[config.mk]
export PLATFORM = sky130hd
export DESIGN_NAME = compare_arbiter
export DESIGN_NICKNAME = d
export VERILOG_FILES = /design/src/rtl/compare_arbiter.sv
export SDC_FILE = /design/constraint.sdc
export NUM_CORES = 1
export LEC_CHECK = 0
export BUFFER_PORTS_ARGS = -buffer_cell sky130_fd_sc_hd__buf_4
export CAP_MARGIN = 20
export CORE_ASPECT_RATIO = 0.6
export CORE_UTILIZATION = 25
export CTS_CLUSTER_SIZE = 12
export DETAILED_ROUTE_END_ITERATION = 8
export SYNTH_ARGS = -nofsm -noshare
export SYNTH_HDL_FRONTEND = slang
export SYNTH_SLANG_ARGS = --single-unit
[constraint.sdc]
create_clock -name clk -period 3.33 [get_ports clk]
set_clock_uncertainty 0.2 [all_clocks]
set_input_delay 0.333 -clock clk [delete_from_list [all_inputs] [get_ports clk]]
set_output_delay 0.333 -clock clk [all_outputs]
set_load 0.05 [all_outputs]
[src/rtl/compare_arbiter.sv]
// compare_arbiter
// Grants one of NUM_REQ requesters (round robin) access to a single shared
// combinational magnitude comparator. The operands are captured at grant,
// held for one settle cycle, and the registered result is returned over a
// valid/ready handshake.
module compare_arbiter #(
  parameter int NUM_REQ = 4,
  parameter int WIDTH   = 16,
  parameter int IDW     = 2
) (
  input  logic                     clk,
  input  logic                     rst,
  input  logic [NUM_REQ-1:0]       req,
  input  logic [NUM_REQ*WIDTH-1:0] req_a,
  input  logic [NUM_REQ*WIDTH-1:0] req_b,
  output logic [NUM_REQ-1:0]       grant,
  output logic [WIDTH-1:0]         cmp_a,
  output logic [WIDTH-1:0]         cmp_b,
  input  logic                     cmp_gt,
  input  logic                     cmp_lt,
  input  logic                     cmp_eq,
  output logic                     rsp_valid,
  input  logic                     rsp_ready,
  output logic [IDW-1:0]           rsp_id,
  output logic                     rsp_gt,
  output logic                     rsp_lt,
  output logic                     rsp_eq,
  output logic                     busy,
  output logic                     err,
  output logic [15:0]              done_count
);

  typedef enum logic [1:0] {
    ST_IDLE  = 2'd0,
    ST_DRIVE = 2'd1,
    ST_RESP  = 2'd2
  } state_t;

  // A healthy comparator asserts exactly one of gt/lt/eq.
  function automatic logic is_onehot3(input logic [2:0] v);
    return (v == 3'b001) || (v == 3'b010) || (v == 3'b100);
  endfunction

  // Requester index + 1, wrapping at NUM_REQ (which need not be a power of two).
  function automatic logic [IDW-1:0] wrap_inc(input logic [IDW-1:0] v);
    logic [IDW-1:0] r;
    if (v == IDW'(NUM_REQ - 1)) begin
      r = '0;
    end else begin
      r = v + IDW'(1);
    end
    return r;
  endfunction

  state_t               state_q;
  logic [IDW-1:0]       rr_ptr_q;
  logic [NUM_REQ-1:0]   grant_q;
  logic [WIDTH-1:0]     cmp_a_q;
  logic [WIDTH-1:0]     cmp_b_q;
  logic                 rsp_valid_q;
  logic [IDW-1:0]       rsp_id_q;
  logic                 rsp_gt_q;
  logic                 rsp_lt_q;
  logic                 rsp_eq_q;
  logic                 busy_q;
  logic                 err_q;
  logic [15:0]          done_count_q;

  logic                 pick_vld_d;
  logic [IDW-1:0]       pick_idx_d;
  logic [IDW:0]         cand_sum_d;
  logic [IDW-1:0]       cand_d;
  logic [NUM_REQ-1:0]   grant_d;
  logic [WIDTH-1:0]     sel_a_d;
  logic [WIDTH-1:0]     sel_b_d;

  // Round-robin search: first set req bit starting at rr_ptr, wrapping.
  always_comb begin
    pick_vld_d = 1'b0;
    pick_idx_d = '0;
    cand_sum_d = '0;
    cand_d     = '0;
    for (int k = 0; k < NUM_REQ; k++) begin
      cand_sum_d = {1'b0, rr_ptr_q} + (IDW+1)'(k);
      if (cand_sum_d >= (IDW+1)'(NUM_REQ)) begin
        cand_sum_d = cand_sum_d - (IDW+1)'(NUM_REQ);
      end else begin
        cand_sum_d = cand_sum_d;
      end
      cand_d = cand_sum_d[IDW-1:0];
      if (!pick_vld_d && req[cand_d]) begin
        pick_vld_d = 1'b1;
        pick_idx_d = cand_d;
      end else begin
        pick_vld_d = pick_vld_d;
      end
    end
  end

  // Operand mux and one-hot grant for the selected requester.
  always_comb begin
    sel_a_d = req_a[int'(pick_idx_d)*WIDTH +: WIDTH];
    sel_b_d = req_b[int'(pick_idx_d)*WIDTH +: WIDTH];
    grant_d = NUM_REQ'(1) << pick_idx_d;
  end

  // Controller FSM; every output is a register updated here.
  always_ff @(posedge clk) begin
    if (rst) begin
      state_q      <= ST_IDLE;
      rr_ptr_q     <= '0;
      grant_q      <= '0;
      cmp_a_q      <= '0;
      cmp_b_q      <= '0;
      rsp_valid_q  <= 1'b0;
      rsp_id_q     <= '0;
      rsp_gt_q     <= 1'b0;
      rsp_lt_q     <= 1'b0;
      rsp_eq_q     <= 1'b0;
      busy_q       <= 1'b0;
      err_q        <= 1'b0;
      done_count_q <= 16'd0;
    end else begin
      case (state_q)
        ST_IDLE: begin
          if (pick_vld_d) begin
            cmp_a_q  <= sel_a_d;
            cmp_b_q  <= sel_b_d;
            grant_q  <= grant_d;
            rsp_id_q <= pick_idx_d;
            busy_q   <= 1'b1;
            state_q  <= ST_DRIVE;
          end
        end
        ST_DRIVE: begin
          // Comparator has had one full cycle to settle on cmp_a/cmp_b.
          rsp_gt_q    <= cmp_gt;
          rsp_lt_q    <= cmp_lt;
          rsp_eq_q    <= cmp_eq;
          rsp_valid_q <= 1'b1;
          if (!is_onehot3({cmp_gt, cmp_lt, cmp_eq})) begin
            err_q <= 1'b1;
          end
          state_q <= ST_RESP;
        end
        ST_RESP: begin
          if (rsp_ready) begin
            rsp_valid_q  <= 1'b0;
            grant_q      <= '0;
            done_count_q <= done_count_q + 16'd1;
            // Served requester drops to lowest priority.
            rr_ptr_q     <= wrap_inc(rsp_id_q);
            busy_q       <= 1'b0;
            state_q      <= ST_IDLE;
          end
        end
        default: begin
          rsp_valid_q <= 1'b0;
          grant_q     <= '0;
          busy_q      <= 1'b0;
          state_q     <= ST_IDLE;
        end
      endcase
    end
  end

  assign grant      = grant_q;
  assign cmp_a      = cmp_a_q;
  assign cmp_b      = cmp_b_q;
  assign rsp_valid  = rsp_valid_q;
  assign rsp_id     = rsp_id_q;
  assign rsp_gt     = rsp_gt_q;
  assign rsp_lt     = rsp_lt_q;
  assign rsp_eq     = rsp_eq_q;
  assign busy       = busy_q;
  assign err        = err_q;
  assign done_count = done_count_q;

endmodule

==> flow_summary.ini, run 1 <==
[finish]
fin_nets = 790
layout-drive-gt1-share_pct = 35.42
num_antenna_cells = 0
nFillCells = 1497
final_area_mm2 = 0.005655
area_growth_pct = 52.50

[cts]
clock_path_buffers = 2
cts_root_buf = clkbuf_16
cts_buffers = 9
holdBufCountCts = 0
h-tree-depth = 3
clock-sinks = 64
clk_pin_slew_worst_paths_ps = 60
cts-resized-gates = 0
cts_setup_buffers = 0
clkLatencyLatePin_ps = 330
cts_tree = done

[floorplanning]
ios = 198
initial_core_util_pct = 25.64
fp-row-count = 34
coreArea_mm2 = 0.01446
die_area_mm2 = 0.01534
chipWidth_um = 159.2
die_height_um = 96.34

[placed_design]
place_ws_ps = 778.6
gp_congestion = 0.7994
placed_area_mm2 = 0.005326
dp_hpwl_um = 10500
io_buffers = 197

[synthesis]
ys_seq_elements = 64
ys_top_cells_by_area = dfxtp_1 35%, a311oi_1 15%, nand2_1 7.3%
synthDistinctLibCells = 42
syn_area_mm2 = 0.003709
syn_avg_cell_area_um2 = 7.694
async_reset_ff_share_pct = 0
yosysMostFrequentCell = nand2_1
netlist.top_cell.by_area = dfxtp_1
seq_area_frac_synth_pct = 34.55
syn_inst = 482
synth_edf_count = 0
synth_nets = 622
ys.flop_type = dfxtp_1
synth_warnings = 0
synthTopCellsByCount = 72 x nand2_1, 64 x a311oi_1, 64 x dfxtp_1, 64 x nor2_1, 38 x o21ai_0
synth.top_cell.area_share_pct = 34.55

[timing]
tightest_slew_ps = 1121
maxSlewHeadroom_pct = 24.94
final_max_slew_viol_count = 0
setup_viol = 0
rsz0062_at_grt = false
period_minus_slack_ps = 2517
hold_violations = 0
fin_ws_ps = 813.0
max_clock_freq_mhz = 397.3
tns_ps = 0
period_share_pct = 75.58

[routing]
wl_met2_um = 6479
totalWireLength_um = 14810
vias = 4444
postRouteAntennaNets = 0
drt-pass1-iter-count = 6
dr_wl_met3_um = 1107
drt_iter0_drc = 378
wl_met1_um = 6986
vias_per_cell = 5.210
drc = 0
topRoutingLayerUsed = met4
wl_per_cell_um = 17.36

[worst_setup_path]
crit_path_start_kind = flip-flop
crit_chain = clkinv_1 -> buf_4 -> o211a_1 -> o21ai_0 -> a311oi_1
worst-path-buf-inv = 2
cp.required_ps = 3350
path_delay_family = compound AO/OA/AOI/OAI gates
reg2reg_slack_ps = 810
worst_path_max_delay_cell = o211a_1
criticalPathCategory = flip-flop to flip-flop
cpPeakStageDelay_ps = 910
cp-end-kind = flip-flop
worst-path-max-fanout = 36
arrival_ps = 2540

[power]
finalPower_uw = 2794
p_sw_uw = 974.3
seqPwrFrac_pct = 31.8
pwr-share-clk_pct = 37.5
total_leakage_power_uw = 0.002389
switching_share_pct = 34.87
vdd_drop_max_mv = 0.2062
p_int_uw = 1820
powerDensity_mw_per_mm2 = 494.1
p_comb_share_pct = 30.7

[global_route]
antenna_found_initial = 0
grt_pass1_wl_um = 22500
grt_overflow = 0
grt_pass1_vias = 4225
grtUsageTotal_pct = 18.94
grt_max_degree = 69

[worst_hold_path]
hold_class = input port to flip-flop

[status]
outcome = complete, no violations

[job]
cap_viol_max_count = 0
[flip-flops by register name, indices dropped and copies added (netlist names), 2 cells and up]
register and count:
cmp_a 16, cmp_b 16, done_count 16, grant 4
rr_ptr_q 2, rsp_id 2, state_q 2
[final timing paths]
check,startpoint,end,cells past startpoint
setup / recovery,rr_ptr_q[0],cmp_b[2],5
hold / removal,cmp_gt,rsp_gt,3
setup reg to reg,rr_ptr_q[0],cmp_b[2],5
hold reg to reg,grant[1],grant[1],2
[through the flow]
stage	util, %	hold slack (ps)	std cells
after floorplan	-	280.2	482
after CTS	39.10	50.81	853
final	39.10	62.06	853
after global placement	36.83	256.1	837
after global routing	39.10	68.07	853
after detailed placement	36.83	271.4	837
[metal layers]
metal	vias up	track usage, %
met1	2091	24.44
met2	199	30.56
li1	2136	-
met3	18	5.730
met4	0	5.689
met5	-	0
[worst register-to-register path: cells and delay by family (launching register included)]
kind	cells	cell delay [ps]
flops	1	370
buf+inv	2	410
compound gates	3	1430
[power groups by stage]
stage	Sequential (uW)	Combinational, uW	Clock [uW]
after global placement	901	842	0
after CTS	888	857	1080
after detailed placement	903	855	0
after global routing	897	912	1110
final	888	857	1050
after floorplan	1130	291	0
[area by class of cell]
class	count	area, um2	share of cell area (%)
multi-input cells	363	2207	39.03
flip-flops and latches	64	1281	22.65
clock inverters	7	103.9	1.836
clock buffers	9	225.2	3.982
inverters	7	26.28	0.4646
well taps	198	247.7	4.381
repair buffers	205	1564	27.65
[logic make-up (layout without fill, tap and decap cells)]
group	after synthesis	after routing	synth area share, %
adders and majority gates	2	2	0.6747
xor gates and xnor gates	11	11	2.598
and+or+nand+nor	180	180	21.49
AOI/OAI and AO/OA	161	161	31.88
DFF	64	64	34.55
buffers and inverters	55	228	6.275
muxes	9	9	2.530
[cell usage in the layout, fill, tap and decap left out, drive strengths merged, types with 4 or more instances in the layout]
cell    netlist  layout
nor3          4       4
nand2        72      72
inv           6       8
nor2         66      66
clkinv        1       4
xnor2         4       4
dfxtp        64      64
o21ai        39      39
nor2b         5       5
clkbuf       25       9
a311oi       64      64
buf          23     205
a211oi       34      34
nand3        12      12
a21oi        14      14
xor2          7       7
mux2i         6       6
nand2b        4       4
No activity file was read; power rests on OpenSTA's default activity.
==> run 2: changes to the inputs <==
==> constraint.sdc (replaced) <==
create_clock -name clk -period 2.1 [get_ports clk]
set_clock_uncertainty 0.2 [all_clocks]
set_input_delay 0.21 -clock clk [delete_from_list [all_inputs] [get_ports clk]]
set_output_delay 0.21 -clock clk [all_outputs]
set_load 0.05 [all_outputs]
==> flow_summary.ini, run 2 (synthesized netlist as in run 1, its figures left out) <==
[status]
outcome = complete, no violations

[global_route]
grt_max_degree = 47
grt_overflow = 0
grt_pass1_wl_um = 24670
grtUsageTotal_pct = 20.44
grt_pass1_vias = 4815
antenna_found_initial = 0

[job]
cap_viol_max_count = 0

[routing]
wl_met1_um = 7124
vias = 4887
topRoutingLayerUsed = met4
drt-pass1-iter-count = 5
totalWireLength_um = 16030
drc = 0
postRouteAntennaNets = 0
wl_met2_um = 7539
wl_per_cell_um = 16.87
vias_per_cell = 5.144
drt_iter0_drc = 291
dr_wl_met3_um = 1203

[worst_setup_path]
r2r_start = rr_ptr_q[1]
crit_chain = dlygate4sd3_1 -> buf_4 -> nand4b_1 -> nor4_4 -> nand3_1 -> mux2_2
arrival_ps = 2020
worst-path-buf-inv = 2
cp.required_ps = 2110
path_delay_family = simple AND/OR/NAND/NOR gates
criticalPathCategory = input port to flip-flop
worst-path-max-fanout = 5
r2r_cells = 5
cpPeakStageDelay_ps = 550
worst_path_max_delay_cell = dlygate4sd3_1
crit_path_start_kind = input port
cp-startpoint = rsp_ready
reg2reg_slack_ps = 170
cp-end-kind = flip-flop
worstReg2RegEnd = cmp_b[0]

[finish]
final_common_cell = buf_4
num_antenna_cells = 0
final_cell_mix = 232 x buf_4, 72 x nand2_1, 66 x dlygate4sd3_1
nFillCells = 1418
area_growth_pct = 75.84
fin_util_pct = 45.09
layout-drive-gt1-share_pct = 35.24
fin_nets = 887

[timing]
tns_ps = 0
maxSlewHeadroom_pct = 59.10
hold_violations = 0
rsz0062_at_grt = false
fin_ws_ps = 93.01
period_minus_slack_ps = 2007
max_clock_freq_mhz = 498.3
setup_viol = 0
final_max_slew_viol_count = 0
tightest_slew_ps = 612.2
period_share_pct = 95.57

[power]
powerDensity_mw_per_mm2 = 661.9
total_leakage_power_uw = 0.002808
vdd_drop_max_mv = 0.3285

[cts]
h-tree-depth = 3
clock_path_buffers = 2
clk_pin_slew_worst_paths_ps = 60
clock-sinks = 64
cts_setup_buffers = 0
clkLatencyLatePin_ps = 330
cts_buffers = 9
cts_tree = done
cts_root_buf = clkbuf_16

[worst_hold_path]
min_to = cmp_b[8]
hold_depth = 3
hold_class = input port to flip-flop
hold_start = req_b[40]

[floorplanning]
ios = 198
coreArea_mm2 = 0.01446
die_height_um = 96.34
chipWidth_um = 159.2
initial_core_util_pct = 25.64
fp-row-count = 34
die_area_mm2 = 0.01534

[placed_design]
gp_congestion = 0.8408
io_buffers = 197
dp_hpwl_um = 11370
place_ws_ps = 130.9
[run 2: metal layers]
metal | vias to the layer above | global-route usage, %
met5 | - | 0
met4 | 0 | 6.811
met1 | 2279 | 25.02
li1 | 2328 | -
met3 | 18 | 5.084
met2 | 262 | 35.49
[run 2: cell type report]
class                           count  area [um2]  share of cell area [%]
Inverter                            7       26.28                  0.4029
Multi-Input combinational cell    363        2207                   33.85
Timing Repair Buffer              302        2482                   38.07
Clock inverter                      7       48.80                  0.7483
Clock buffer                        9       225.2                   3.454
Sequential cell                    64        1284                   19.69
Tap cell                          198       247.7                   3.799
[run 2: what timing repair did]
| action | in CTS | in global routing |
|---|---|---|
| hold buffers | 66 | 0 |
| gates resized for setup | 0 | 0 |
| hold endpoints to repair | 36 | 0 |
[run 2: metrics by stage]
| stage | power [uW] | cells | cell area (um2) | hold WS, ps |
|---|---|---|---|---|
| 2_1_floorplan | 2247 | 482 | 3711 | 157.2 |
| 3_3_place_gp | 2829 | 868 | 5587 | 258.2 |
| 3_5_place_dp | 2853 | 868 | 5587 | 272.9 |
| 4_1_cts | 4352 | 950 | 6521 | 7.667 |
| 5_1_grt | 4520 | 950 | 6521 | 22.97 |
| 6_report | 4316 | 950 | 6521 | 20.67 |
[run 2: worst register-to-register path, stage by stage, from the launching register on]
cell      delay, ps
dfxtp_1         410
o21a_1          390
buf_4           300
a211oi_1        100
a311oi_1        260
a311oi_1        140
[run 2: worst max-delay path by stage]
stage,endpoint,slack [ps],depth (start not counted)
after global placement,done_count[13],190,4
after floorplan,done_count[13],20,4
after detailed placement,cmp_b[4],130,6
after CTS,done_count[13],90,6
after global routing,done_count[13],0.4,6
final,done_count[13],90,6
[run 2: report_power, final]
group | leakage (uW) | total (uW) | internal, uW | switching [uW]
Combinational | 0.00215 | 1530 | 640 | 893
Clock | 0.000135 | 1380 | 798 | 582
Sequential | 0.000527 | 1400 | 1330 | 74.0
Total | 0.00281 | 4320 | 2770 | 1550
==> run 3: changes to the inputs <==
--- a/config.mk
+++ b/config.mk
@@ -11,6 +11,7 @@
 export CORE_UTILIZATION = 25
 export CTS_CLUSTER_SIZE = 12
 export DETAILED_ROUTE_END_ITERATION = 8
+export GPL_TIMING_DRIVEN = 0
 export SYNTH_ARGS = -nofsm -noshare
 export SYNTH_HDL_FRONTEND = slang
 export SYNTH_SLANG_ARGS = --single-unit
==> flow_summary.ini, run 3 (synthesized netlist as in run 1, its figures left out) <==
[status]
outcome = complete, no violations

[floorplanning]
initial_core_util_pct = 25.64
fp-row-count = 34
coreArea_mm2 = 0.01446
chipWidth_um = 159.2
ios = 198
die_area_mm2 = 0.01534
die_height_um = 96.34

[worst_hold_path]
hold_class = input port to flip-flop
min_to = rsp_id[1]
hold_depth = 4
hold_start = req[3]

[cts]
cts_root_buf = clkbuf_16
clock_path_buffers = 2
cts_tree = done
cts_buffers = 9
clk_pin_slew_worst_paths_ps = 60
clkLatencyLatePin_ps = 330
h-tree-depth = 3
clock-sinks = 64

[power]
pwr-share-clk_pct = 34.8
p_comb_share_pct = 33.9
powerDensity_mw_per_mm2 = 686.1
finalPower_uw = 4466
total_leakage_power_uw = 0.002785
switching_share_pct = 35.15
p_sw_uw = 1570
vdd_drop_max_mv = 0.3149
p_int_uw = 2896
seqPwrFrac_pct = 31.3

[placed_design]
gp_congestion = 0.8842
placed_area_mm2 = 0.005423
io_buffers = 195
dp_hpwl_um = 11810

[routing]
postRouteAntennaNets = 0
drt-pass1-iter-count = 5
drc = 0
vias = 4902
wl_per_cell_um = 16.96
totalWireLength_um = 16320
drt_iter0_drc = 237
vias_per_cell = 5.096

[timing]
final_max_slew_viol_count = 0
setup_viol = 0
maxSlewHeadroom_pct = 47.72
tightest_slew_ps = 776.0
rsz0062_at_grt = true
hold_violations = 0
max_clock_freq_mhz = 494.6
period_minus_slack_ps = 2022
period_share_pct = 96.28
hold_slack_ps = 79.99
tns_ps = 0

[finish]
fin_util_pct = 45.00
nFillCells = 1443
final_common_cell = buf_4
area_growth_pct = 75.51
fin_nets = 899
final_cell_mix = 200 x buf_4, 72 x nand2_1, 68 x dlygate4sd3_1
final_area_mm2 = 0.006509
num_antenna_cells = 0
layout-drive-gt1-share_pct = 35.08

[global_route]
antenna_found_initial = 0
grt_pass1_wl_um = 24900
grt_pass1_vias = 4863
grt_max_degree = 13
grt_overflow = 0
grtUsageTotal_pct = 20.88

[worst_setup_path]
r2r_start = state_q[0]
cp.required_ps = 2120
worstReg2RegEnd = cmp_b[9]
crit_path_start_kind = input port
reg2reg_slack_ps = 100
cpPeakStageDelay_ps = 550
cp-startpoint = rsp_ready
criticalPathCategory = input port to flip-flop
crit_chain = dlygate4sd3_1 -> buf_4 -> nand4b_1 -> nor4_4 -> nand3_1 -> mux2_2
worst_path_max_delay_cell = dlygate4sd3_1
cp-end-kind = flip-flop
worst-path-max-fanout = 5
arrival_ps = 2040
r2r_cells = 5

[job]
cap_viol_max_count = 0
run 3: cell types whose count changed in the layout (fill, tap and decap cells not counted), sizes merged:
cell,change
buf,-21
bufinv,+1
clkbuf,+32
clkinv,-5
clkinvlp,+2
dlygate4sd3,+2
inv,+1
run 3: repair_timing:
action                                  4_1_cts  5_1_grt
pin swaps                                     0        1
hold endpoints to repair                     36        0
gates resized for setup                       5       34
cloned                                        0        0
endpoints found under the setup margin       19       34
hold buffers                                 68        0
setup buffers                                 0        3
run 3: worst max-delay path by stage:
stage / slack (ps) / to / depth (start not counted)
CTS: 20 / cmp_b[7] / 5
detailed placement: -70 / cmp_b[11] / 5
global route: -30 / cmp_b[9] / 5
global placement: -60 / cmp_a[10] / 6
finish: 80 / done_count[13] / 6
floorplan: 20 / done_count[13] / 4
run 3: area by class of cell:
type / instances / area (um2) / area share [%]
Inverter: 7 / 30.03 / 0.4614
Tap cell: 198 / 247.7 / 3.806
Multi-Input combinational cell: 363 / 2233 / 34.31
Clock inverter: 6 / 67.56 / 1.038
Clock buffer: 10 / 239.0 / 3.672
Timing Repair Buffer: 266 / 2167 / 33.29
Sequential cell: 64 / 1284 / 19.72
Buffer: 48 / 240.2 / 3.691
run 3: per-layer routing:
| metal | part of all wire (%) | up-vias | GRT usage, % |
|---|---|---|---|
| li1 | - | 2344 | - |
| met4 | 2.5 | 0 | 9.135 |
| met5 | 0 | - | 0 |
| met2 | 43 | 236 | 33.81 |
| met3 | 7.4 | 31 | 5.601 |
| met1 | 47 | 2291 | 26.34 |
run 3: metrics by stage:
| stage | setup WS [ps] | std cells |
|---|---|---|
| 6_report | 78.07 | 962 |
| 5_1_grt | -31.16 | 962 |
| 4_1_cts | 23.05 | 959 |
| 3_5_place_dp | -65.31 | 875 |
| 3_3_place_gp | -56.53 | 875 |
| 2_1_floorplan | 21.99 | 482 |
run 3: power by group through the flow:
stage / clock (uW) / combinational [uW] / sequential [uW]
after floorplan: 0 / 461 / 1790
after global placement: 0 / 1370 / 1420
after detailed placement: 0 / 1380 / 1420
after CTS: 1590 / 1490 / 1400
after global routing: 1650 / 1620 / 1410
final: 1550 / 1510 / 1400
run 3: critical path: cells and delay by family:
| family | cells | cell delay (ps) |
|---|---|---|
| AND/OR/NAND/NOR | 3 | 860 |
| buffers and inverters | 2 | 680 |
| multiplexers | 1 | 290 |
